$ cat config.mk
export PLATFORM = sky130hd
export DESIGN_NAME = param_datapath_flat
export DESIGN_NICKNAME = d
export VERILOG_FILES = /design/src/rtl/datapath_pkg.sv /design/src/rtl/datapath_if.sv /design/src/rtl/dp_regfile.sv /design/src/rtl/param_datapath.sv /design/src/flat_wrapper.sv
export SDC_FILE = /design/constraint.sdc
export NUM_CORES = 2
export LEC_CHECK = 0
export CORE_AREA = 2 2 277 279
export CTS_BUF_LIST = sky130_fd_sc_hd__clkbuf_8
export DETAILED_ROUTE_END_ITERATION = 6
export DIE_AREA = 0 0 279 281
export PLACE_DENSITY = 0.82
export SYNTH_ARGS = -nofsm -noshare
export SYNTH_HDL_FRONTEND = slang
export SYNTH_SLANG_ARGS = --single-unit
$ cat constraint.sdc
create_clock -name clk -period 4.6 [get_ports clk]
set_input_delay 0.92 -clock clk [delete_from_list [all_inputs] [get_ports clk]]
set_output_delay 0.92 -clock clk [all_outputs]
set_load 0.005 [all_outputs]
$ cat src/rtl/datapath_pkg.sv
// Shared types and default parameters for the parameterised register datapath.
package datapath_pkg;

  typedef enum logic {
    IDLE      = 1'b0,
    LOAD_WAIT = 1'b1
  } state_t;

  localparam int DEF_XLEN    = 32;
  localparam int DEF_NREGS   = 16;
  localparam int DEF_INIT_PC = 16;

endpackage

$ cat src/rtl/datapath_if.sv
// Bundle of issue, operand, write-back and load-handshake signals of the datapath.
interface datapath_if #(
  parameter int XLEN = 32,
  parameter int AW   = 4
);
  logic            issue;
  logic            pc_inc;
  logic            jump;
  logic [AW-1:0]   rd_a, rd_b, rd_c, rd_d, mem_sel;
  logic            const_c;
  logic [XLEN-1:0] constant;
  logic [XLEN-1:0] op_a, op_b, op_c, op_d;
  logic [XLEN-1:0] alu_y1, alu_y2;
  logic [AW-1:0]   wa1, wa2;
  logic [1:0]      we;
  logic            cond;
  logic [7:0]      cmp_res;
  logic [2:0]      cmp_op;
  logic            ld;
  logic [AW-1:0]   ld_dst;
  logic            ld_req;
  logic [XLEN-1:0] ld_addr;
  logic            ld_valid;
  logic [XLEN-1:0] ld_data;
  logic [XLEN-1:0] st_data;
  logic [XLEN-1:0] mem_loca;
  logic            busy;
  logic [XLEN-1:0] program_counter;

  modport master (
    output issue, pc_inc, jump, rd_a, rd_b, rd_c, rd_d, mem_sel, const_c, constant,
           alu_y1, alu_y2, wa1, wa2, we, cond, cmp_res, cmp_op, ld, ld_dst,
           ld_valid, ld_data,
    input  op_a, op_b, op_c, op_d, ld_req, ld_addr, st_data, mem_loca, busy,
           program_counter
  );

  modport slave (
    input  issue, pc_inc, jump, rd_a, rd_b, rd_c, rd_d, mem_sel, const_c, constant,
           alu_y1, alu_y2, wa1, wa2, we, cond, cmp_res, cmp_op, ld, ld_dst,
           ld_valid, ld_data,
    output op_a, op_b, op_c, op_d, ld_req, ld_addr, st_data, mem_loca, busy,
           program_counter
  );
endinterface

$ cat src/rtl/dp_regfile.sv
// Register file: five combinational read ports, two ALU write ports, a load
// write port and the PC increment path on register 0.
module dp_regfile #(
  parameter int XLEN    = 32,
  parameter int NREGS   = 16,
  parameter int INIT_PC = 16,
  parameter int AW      = $clog2(NREGS)
) (
  input  logic                 clk,
  input  logic                 reset_n,
  input  logic                 jump,
  input  logic [4:0][AW-1:0]   raddr,
  output logic [4:0][XLEN-1:0] rdata,
  input  logic                 fwd_en,
  input  logic [AW-1:0]        fwd_addr,
  input  logic [XLEN-1:0]      fwd_data,
  input  logic                 pc_inc,
  input  logic                 w1_en,
  input  logic [AW-1:0]        w1_addr,
  input  logic [XLEN-1:0]      w1_data,
  input  logic                 w2_en,
  input  logic [AW-1:0]        w2_addr,
  input  logic [XLEN-1:0]      w2_data,
  input  logic                 ld_en,
  input  logic [AW-1:0]        ld_addr,
  input  logic [XLEN-1:0]      ld_data,
  output logic [XLEN-1:0]      pc
);

  logic [XLEN-1:0] regs [NREGS];

  // Register 0 reads as zero unless jump opens it; that gate also covers forwarded data.
  always_comb begin
    for (int i = 0; i < 5; i++) begin
      rdata[i] = regs[raddr[i]];
      if (fwd_en && raddr[i] == fwd_addr) rdata[i] = fwd_data;
      if (raddr[i] == '0 && !jump) rdata[i] = '0;
    end
  end

  // Later assignments win: the ALU ports override a coincident load, and Y1 overrides Y2.
  always_ff @(posedge clk) begin
    if (!reset_n) begin
      for (int i = 1; i < NREGS; i++) regs[i] <= '0;
      regs[0] <= XLEN'(INIT_PC);
    end else begin
      if (ld_en)  regs[ld_addr] <= ld_data;
      if (pc_inc) regs[0]       <= regs[0] + XLEN'(1);
      if (w2_en)  regs[w2_addr] <= w2_data;
      if (w1_en)  regs[w1_addr] <= w1_data;
    end
  end

  assign pc = regs[0];

endmodule

$ cat src/rtl/param_datapath.sv
// Datapath top: operand fetch, conditional write-back and a single outstanding load.
// Optional macro DATAPATH_BYPASS_EN forwards load data and releases busy in the ld_valid cycle.
module param_datapath
  import datapath_pkg::*;
#(
  parameter int XLEN    = DEF_XLEN,
  parameter int NREGS   = DEF_NREGS,
  parameter int INIT_PC = DEF_INIT_PC
) (
  input logic       clk,
  input logic       reset_n,
  datapath_if.slave dp
);

  localparam int AW = $clog2(NREGS);

  state_t               state, state_nxt;
  logic                 accept, ld_wr, fwd_en;
  logic                 y1_en, y2_en, pc_inc_en;
  logic [AW-1:0]        ld_dst_q;
  logic [4:0][AW-1:0]   raddr;
  logic [4:0][XLEN-1:0] rdata;
  logic [XLEN-1:0]      pc;

`ifdef DATAPATH_BYPASS_EN
  assign dp.busy = (state == LOAD_WAIT) && !dp.ld_valid;
  assign fwd_en  = ld_wr;
`else
  assign dp.busy = (state == LOAD_WAIT);
  assign fwd_en  = 1'b0;
`endif

  assign accept = dp.issue && !dp.busy;

  always_ff @(posedge clk) begin
    if (!reset_n) state <= IDLE;
    else          state <= state_nxt;
  end

  always_comb begin
    state_nxt = state;
    ld_wr     = 1'b0;
    case (state)
      IDLE:      if (accept && dp.ld) state_nxt = LOAD_WAIT;
      LOAD_WAIT: if (dp.ld_valid) begin
        ld_wr     = 1'b1;
        state_nxt = (accept && dp.ld) ? LOAD_WAIT : IDLE;
      end
      default:   state_nxt = IDLE;
    endcase
  end

  // A load issue writes nothing itself; its result arrives through the load port.
  assign pc_inc_en = accept && dp.pc_inc;
  assign y1_en = accept && !dp.ld && dp.we[0] &&
                 (dp.cond ? dp.cmp_res[dp.cmp_op] : !(dp.pc_inc && dp.wa1 == '0));
  assign y2_en = accept && !dp.ld && !dp.cond && dp.we[1] &&
                 !(dp.pc_inc && dp.wa2 == '0);

  always_ff @(posedge clk) begin
    if (!reset_n) begin
      dp.ld_req  <= 1'b0;
      dp.ld_addr <= '0;
      ld_dst_q   <= '0;
    end else if (accept && dp.ld) begin
      dp.ld_req  <= 1'b1;
      dp.ld_addr <= rdata[4];
      ld_dst_q   <= dp.ld_dst;
    end else if (ld_wr) begin
      dp.ld_req  <= 1'b0;
    end
  end

  assign raddr = {dp.mem_sel, dp.rd_d, dp.rd_c, dp.rd_b, dp.rd_a};

  dp_regfile #(
    .XLEN(XLEN), .NREGS(NREGS), .INIT_PC(INIT_PC), .AW(AW)
  ) u_regfile (
    .clk      (clk),
    .reset_n  (reset_n),
    .jump     (dp.jump),
    .raddr    (raddr),
    .rdata    (rdata),
    .fwd_en   (fwd_en),
    .fwd_addr (ld_dst_q),
    .fwd_data (dp.ld_data),
    .pc_inc   (pc_inc_en),
    .w1_en    (y1_en),
    .w1_addr  (dp.wa1),
    .w1_data  (dp.alu_y1),
    .w2_en    (y2_en),
    .w2_addr  (dp.wa2),
    .w2_data  (dp.alu_y2),
    .ld_en    (ld_wr),
    .ld_addr  (ld_dst_q),
    .ld_data  (dp.ld_data),
    .pc       (pc)
  );

  assign dp.op_a            = rdata[0];
  assign dp.op_b            = rdata[1];
  assign dp.op_c            = dp.const_c ? dp.constant : rdata[2];
  assign dp.op_d            = rdata[3];
  assign dp.st_data         = rdata[0];
  assign dp.mem_loca        = rdata[4];
  assign dp.program_counter = pc;

endmodule

$ cat src/flat_wrapper.sv
// flat-port wrapper written by rule: the top's interface ports become plain ports
module param_datapath_flat import datapath_pkg::*;
#(
  parameter int XLEN    = DEF_XLEN,
  parameter int NREGS   = DEF_NREGS,
  parameter int INIT_PC = DEF_INIT_PC
)
  (clk, reset_n, dp_issue, dp_pc_inc, dp_jump, dp_rd_a, dp_rd_b, dp_rd_c, dp_rd_d, dp_mem_sel, dp_const_c, dp_constant, dp_alu_y1, dp_alu_y2, dp_wa1, dp_wa2, dp_we, dp_cond, dp_cmp_res, dp_cmp_op, dp_ld, dp_ld_dst, dp_ld_valid, dp_ld_data, dp_op_a, dp_op_b, dp_op_c, dp_op_d, dp_ld_req, dp_ld_addr, dp_st_data, dp_mem_loca, dp_busy, dp_program_counter);
  datapath_if #(.XLEN(XLEN), .AW(4)) dp_i ();
  input logic clk;
  input logic reset_n;
  input wire logic [$bits(dp_i.issue)-1:0] dp_issue;
  input wire logic [$bits(dp_i.pc_inc)-1:0] dp_pc_inc;
  input wire logic [$bits(dp_i.jump)-1:0] dp_jump;
  input wire logic [$bits(dp_i.rd_a)-1:0] dp_rd_a;
  input wire logic [$bits(dp_i.rd_b)-1:0] dp_rd_b;
  input wire logic [$bits(dp_i.rd_c)-1:0] dp_rd_c;
  input wire logic [$bits(dp_i.rd_d)-1:0] dp_rd_d;
  input wire logic [$bits(dp_i.mem_sel)-1:0] dp_mem_sel;
  input wire logic [$bits(dp_i.const_c)-1:0] dp_const_c;
  input wire logic [$bits(dp_i.constant)-1:0] dp_constant;
  input wire logic [$bits(dp_i.alu_y1)-1:0] dp_alu_y1;
  input wire logic [$bits(dp_i.alu_y2)-1:0] dp_alu_y2;
  input wire logic [$bits(dp_i.wa1)-1:0] dp_wa1;
  input wire logic [$bits(dp_i.wa2)-1:0] dp_wa2;
  input wire logic [$bits(dp_i.we)-1:0] dp_we;
  input wire logic [$bits(dp_i.cond)-1:0] dp_cond;
  input wire logic [$bits(dp_i.cmp_res)-1:0] dp_cmp_res;
  input wire logic [$bits(dp_i.cmp_op)-1:0] dp_cmp_op;
  input wire logic [$bits(dp_i.ld)-1:0] dp_ld;
  input wire logic [$bits(dp_i.ld_dst)-1:0] dp_ld_dst;
  input wire logic [$bits(dp_i.ld_valid)-1:0] dp_ld_valid;
  input wire logic [$bits(dp_i.ld_data)-1:0] dp_ld_data;
  output wire logic [$bits(dp_i.op_a)-1:0] dp_op_a;
  output wire logic [$bits(dp_i.op_b)-1:0] dp_op_b;
  output wire logic [$bits(dp_i.op_c)-1:0] dp_op_c;
  output wire logic [$bits(dp_i.op_d)-1:0] dp_op_d;
  output wire logic [$bits(dp_i.ld_req)-1:0] dp_ld_req;
  output wire logic [$bits(dp_i.ld_addr)-1:0] dp_ld_addr;
  output wire logic [$bits(dp_i.st_data)-1:0] dp_st_data;
  output wire logic [$bits(dp_i.mem_loca)-1:0] dp_mem_loca;
  output wire logic [$bits(dp_i.busy)-1:0] dp_busy;
  output wire logic [$bits(dp_i.program_counter)-1:0] dp_program_counter;
  assign dp_i.issue = dp_issue;
  assign dp_i.pc_inc = dp_pc_inc;
  assign dp_i.jump = dp_jump;
  assign dp_i.rd_a = dp_rd_a;
  assign dp_i.rd_b = dp_rd_b;
  assign dp_i.rd_c = dp_rd_c;
  assign dp_i.rd_d = dp_rd_d;
  assign dp_i.mem_sel = dp_mem_sel;
  assign dp_i.const_c = dp_const_c;
  assign dp_i.constant = dp_constant;
  assign dp_i.alu_y1 = dp_alu_y1;
  assign dp_i.alu_y2 = dp_alu_y2;
  assign dp_i.wa1 = dp_wa1;
  assign dp_i.wa2 = dp_wa2;
  assign dp_i.we = dp_we;
  assign dp_i.cond = dp_cond;
  assign dp_i.cmp_res = dp_cmp_res;
  assign dp_i.cmp_op = dp_cmp_op;
  assign dp_i.ld = dp_ld;
  assign dp_i.ld_dst = dp_ld_dst;
  assign dp_i.ld_valid = dp_ld_valid;
  assign dp_i.ld_data = dp_ld_data;
  assign dp_op_a = dp_i.op_a;
  assign dp_op_b = dp_i.op_b;
  assign dp_op_c = dp_i.op_c;
  assign dp_op_d = dp_i.op_d;
  assign dp_ld_req = dp_i.ld_req;
  assign dp_ld_addr = dp_i.ld_addr;
  assign dp_st_data = dp_i.st_data;
  assign dp_mem_loca = dp_i.mem_loca;
  assign dp_busy = dp_i.busy;
  assign dp_program_counter = dp_i.program_counter;
  param_datapath #(.XLEN(XLEN), .NREGS(NREGS), .INIT_PC(INIT_PC)) u_core (.clk(clk), .reset_n(reset_n), .dp(dp_i));
endmodule
==> out/metrics.csv <==
stage,metric,value,unit
outcome,status,"complete, but fails checks",
outcome,violations,"design-rule violations, max-capacitance violations, max-slew violations",
detailed_routing,post-route-drc-count,32,
detailed_routing,via_count,40000,
synthesis,yosys_warnings,0,
critical_path,reg2reg_depth,5,
cts,cts_max_level,3,
critical_path,path_cells,"clkdlybuf4s50_1, o41ai_2, buf_12, o22ai_1, clkdlybuf4s50_1",
cts,holdBufCountCts,0,
critical_path,rrSetupSlack,1.24,ns
global_route,grt_use_met1,62.4,%
placement,post_dp_cell_area,0.0516,sq mm
critical_path,max_stage_delay,0.81,ns
sta,skew,0.0699,ns
synthesis,synth_ff_type,edfxtp_1,
final_layout,areaGrowthSynthToFinish,19.2,%
synthesis,syn_area_per_cell,13.6,sq um
synthesis,async_flop_share,0,%
placement,placed_cells,4505,
pwr,peakVddDrop,0.211,mV
critical_path,cp_slowest_cell,o22ai_1,
floorplan,fp-row-count,101,
cts,cts_buffers,96,
detailed_routing,ant_nets,0,
sta,fin_ws,0.125,ns
floorplan,die_w,279,microns
final_layout,layout_commonest_cell,mux4_2,
critical_path,startpoint_type,input pin,
sta,relSlewSlack,-6.64,%
pwr,power.leakage,17.9,nW
placement,pre_cts_slack,0.337,ns
cts,cts_sinks,550,
synthesis,synth_edf_count,512,
final_layout,final_nets,3808,
floorplan,dieHeight,281,microns
final_layout,final_cells,4689,
global_route,busiest_layer,met2,
critical_path,critPathKind,in2out,
sta,period_share,97.3,%
synthesis,synth-seq-cells,550,
flow_run,maxCapViolCount,1,
global_route,grt_max_degree,61,
sta,period_needed,4.48,ns
cts,root_buffer,clkbuf_8,
cts,cts_buffer_depth,3,
synthesis,synthesis.area,0.0450,sq mm
detailed_routing,wl_per_cell,41.8,microns
placement,io_buffers,439,
min_path,hold_path.class,reg2reg,
floorplan,coreArea,0.0754,sq mm
pwr,power.density,272,mW/mm^2
critical_path,critPathCaptureType,primary output,
floorplan,ioPinCount,440,
cts,post_cts_buffers,0,
synthesis,synth_cell_type_count,72,
min_path,holdPathStages,2,
sta,fin_setup_tns,0,ns
cts,cts_tree,done,
final_layout,layout-drive-gt1-share,34.3,%
detailed_routing,wl,196000,microns
final_layout,mostFrequentLayoutCells,"mux4_2 (769), edfxtp_1 (512), clkdlybuf4s50_1 (418), nand2_1 (316), o21ai_0 (248)",
floorplan,start_util,59.6,%
final_layout,final_cell_area,0.0536,sq mm
placement,dp_hpwl,127000,microns
global_route,use_met3,25.0,%
critical_path,critPathMostFrequentCell,clkdlybuf4s50_1,
global_route,antenna_found_initial,10,
critical_path,reg2reg_from,u_core.u_regfile.regs[0][0],
sta,holdWs,0.471,ns
critical_path,cp_max_fo,9,
cts,cts_resized,0,
sta,setup_viol,0,
detailed_routing,dr.pass1.iters,7,
detailed_routing,via_per_inst,8.54,
sta,fmax,0.223,GHz
global_route,grt_pass1_wl,279000,microns
synthesis,syn-num-nets,3484,
critical_path,reg2reg_to,u_core.u_regfile.regs[0][29],
detailed_routing,drt_iter0_markers,9139,
global_route,grt_usage,50.3,%
global_route,met2_usage,69.9,%
floorplan,die_area,0.0784,sq mm
synthesis,ys_seq_area_share,35.9,%
synthesis,synthCells,3301,
sta,worst_slew_pin_slew,1.58,ns
cts,insertion_delay,0.78,ns
sta,hold_viol,0,
min_path,min_to,u_core.dp.ld_req,
sta,rsz0062_at_grt,no,
global_route,grt_pass1_vias,39400,
global_route,grt-ovfl-total,0,
cts,clkTransAtPathRegs,0.06,ns
critical_path,arrival,3.56,ns
critical_path,cp_data_required_time,3.68,ns
placement,place_congestion,1.01,
sta,drv_slew,3,
min_path,hp-start,u_core.dp.ld_req,
## critical path, delay by kind of cell
family | cells | cell delay, ns
AOI/OAI and AO/OA | 2 | 1.00
buffers and inverters | 3 | 1.62
## how the worst max path moves through the flow
stage                     startpoint                     endpoint  slack (ns)  cells after the start
final                        dp_jump              dp_mem_loca[31]        0.12                      5
after global routing         dp_jump              dp_mem_loca[31]        0.19                      5
after CTS                 dp_rd_c[1]                   dp_op_c[0]        0.33                      7
after detailed placement  dp_rd_c[0]                  dp_op_c[31]        0.34                      8
after global placement    dp_rd_c[0]                  dp_op_c[31]        0.34                      8
after floorplan            dp_wa1[1]  u_core.u_regfile.regs[0][0]        0.46                      7
## metrics by stage
stage               util [%]  power, mW
CTS                     71.0       14.4
floorplan                  -       7.95
detailed placement      68.3       9.57
global placement        68.3       9.47
finish                  71.1       14.6
global route            71.0       14.8
## cells in the mapped netlist (44+ instances only)
library cell,n,area (sq um)
buf_4,57,428
mux4_2,769,17300
clkbuf_1,273,1020
mux2i_1,100,1000
buf_1,102,383
o2bb2ai_1,213,1870
o22ai_1,60,375
inv_1,44,165
nand2_1,323,1210
o21ai_0,248,1240
nor2b_1,98,613
nor2_1,83,312
edfxtp_1,512,15400
## registers in the layout (all words and copies together), names as in the netlist
name and cells:
u_core.ld_dst_q 4, u_core.dp.ld_addr 32, u_core.u_regfile.regs 512, u_core.dp.busy 1, u_core.dp.ld_req 1
## report_power, final
group          internal (mW)  switching [mW]  leakage [nW]
clock network           2.58            2.38          1.10
logic                   1.89            1.72          11.2
registers               5.68           0.339          5.59
## layer usage
metal  wire, microns  up-vias
li1                -    14400
met1           57900    19300
met2           81900     4976
met3           40000     1305
met4           16000       12
met5             400        -
## cells by family after synthesis
group / after synthesis / synth area share [%]
simple gates: 630 / 6.73
flops: 550 / 35.9
fa+ha+maj: 1 / 0.0278
compound gates: 704 / 11.0
mux: 879 / 41.0
xor+xnor: 12 / 0.234
buf+inv: 525 / 5.08
## area by class of cell
cell class	instances	area [sq um]
inverters	44	165
clock buffers	108	1490
clock inverters	69	541
well taps	978	1220
repair buffers	707	7260
flip-flops and latches	550	16100
fillers	4864	21800
multi-input cells	2226	26800
diodes	7	17.5
Note: power is estimated with default switching activity, not from simulation.
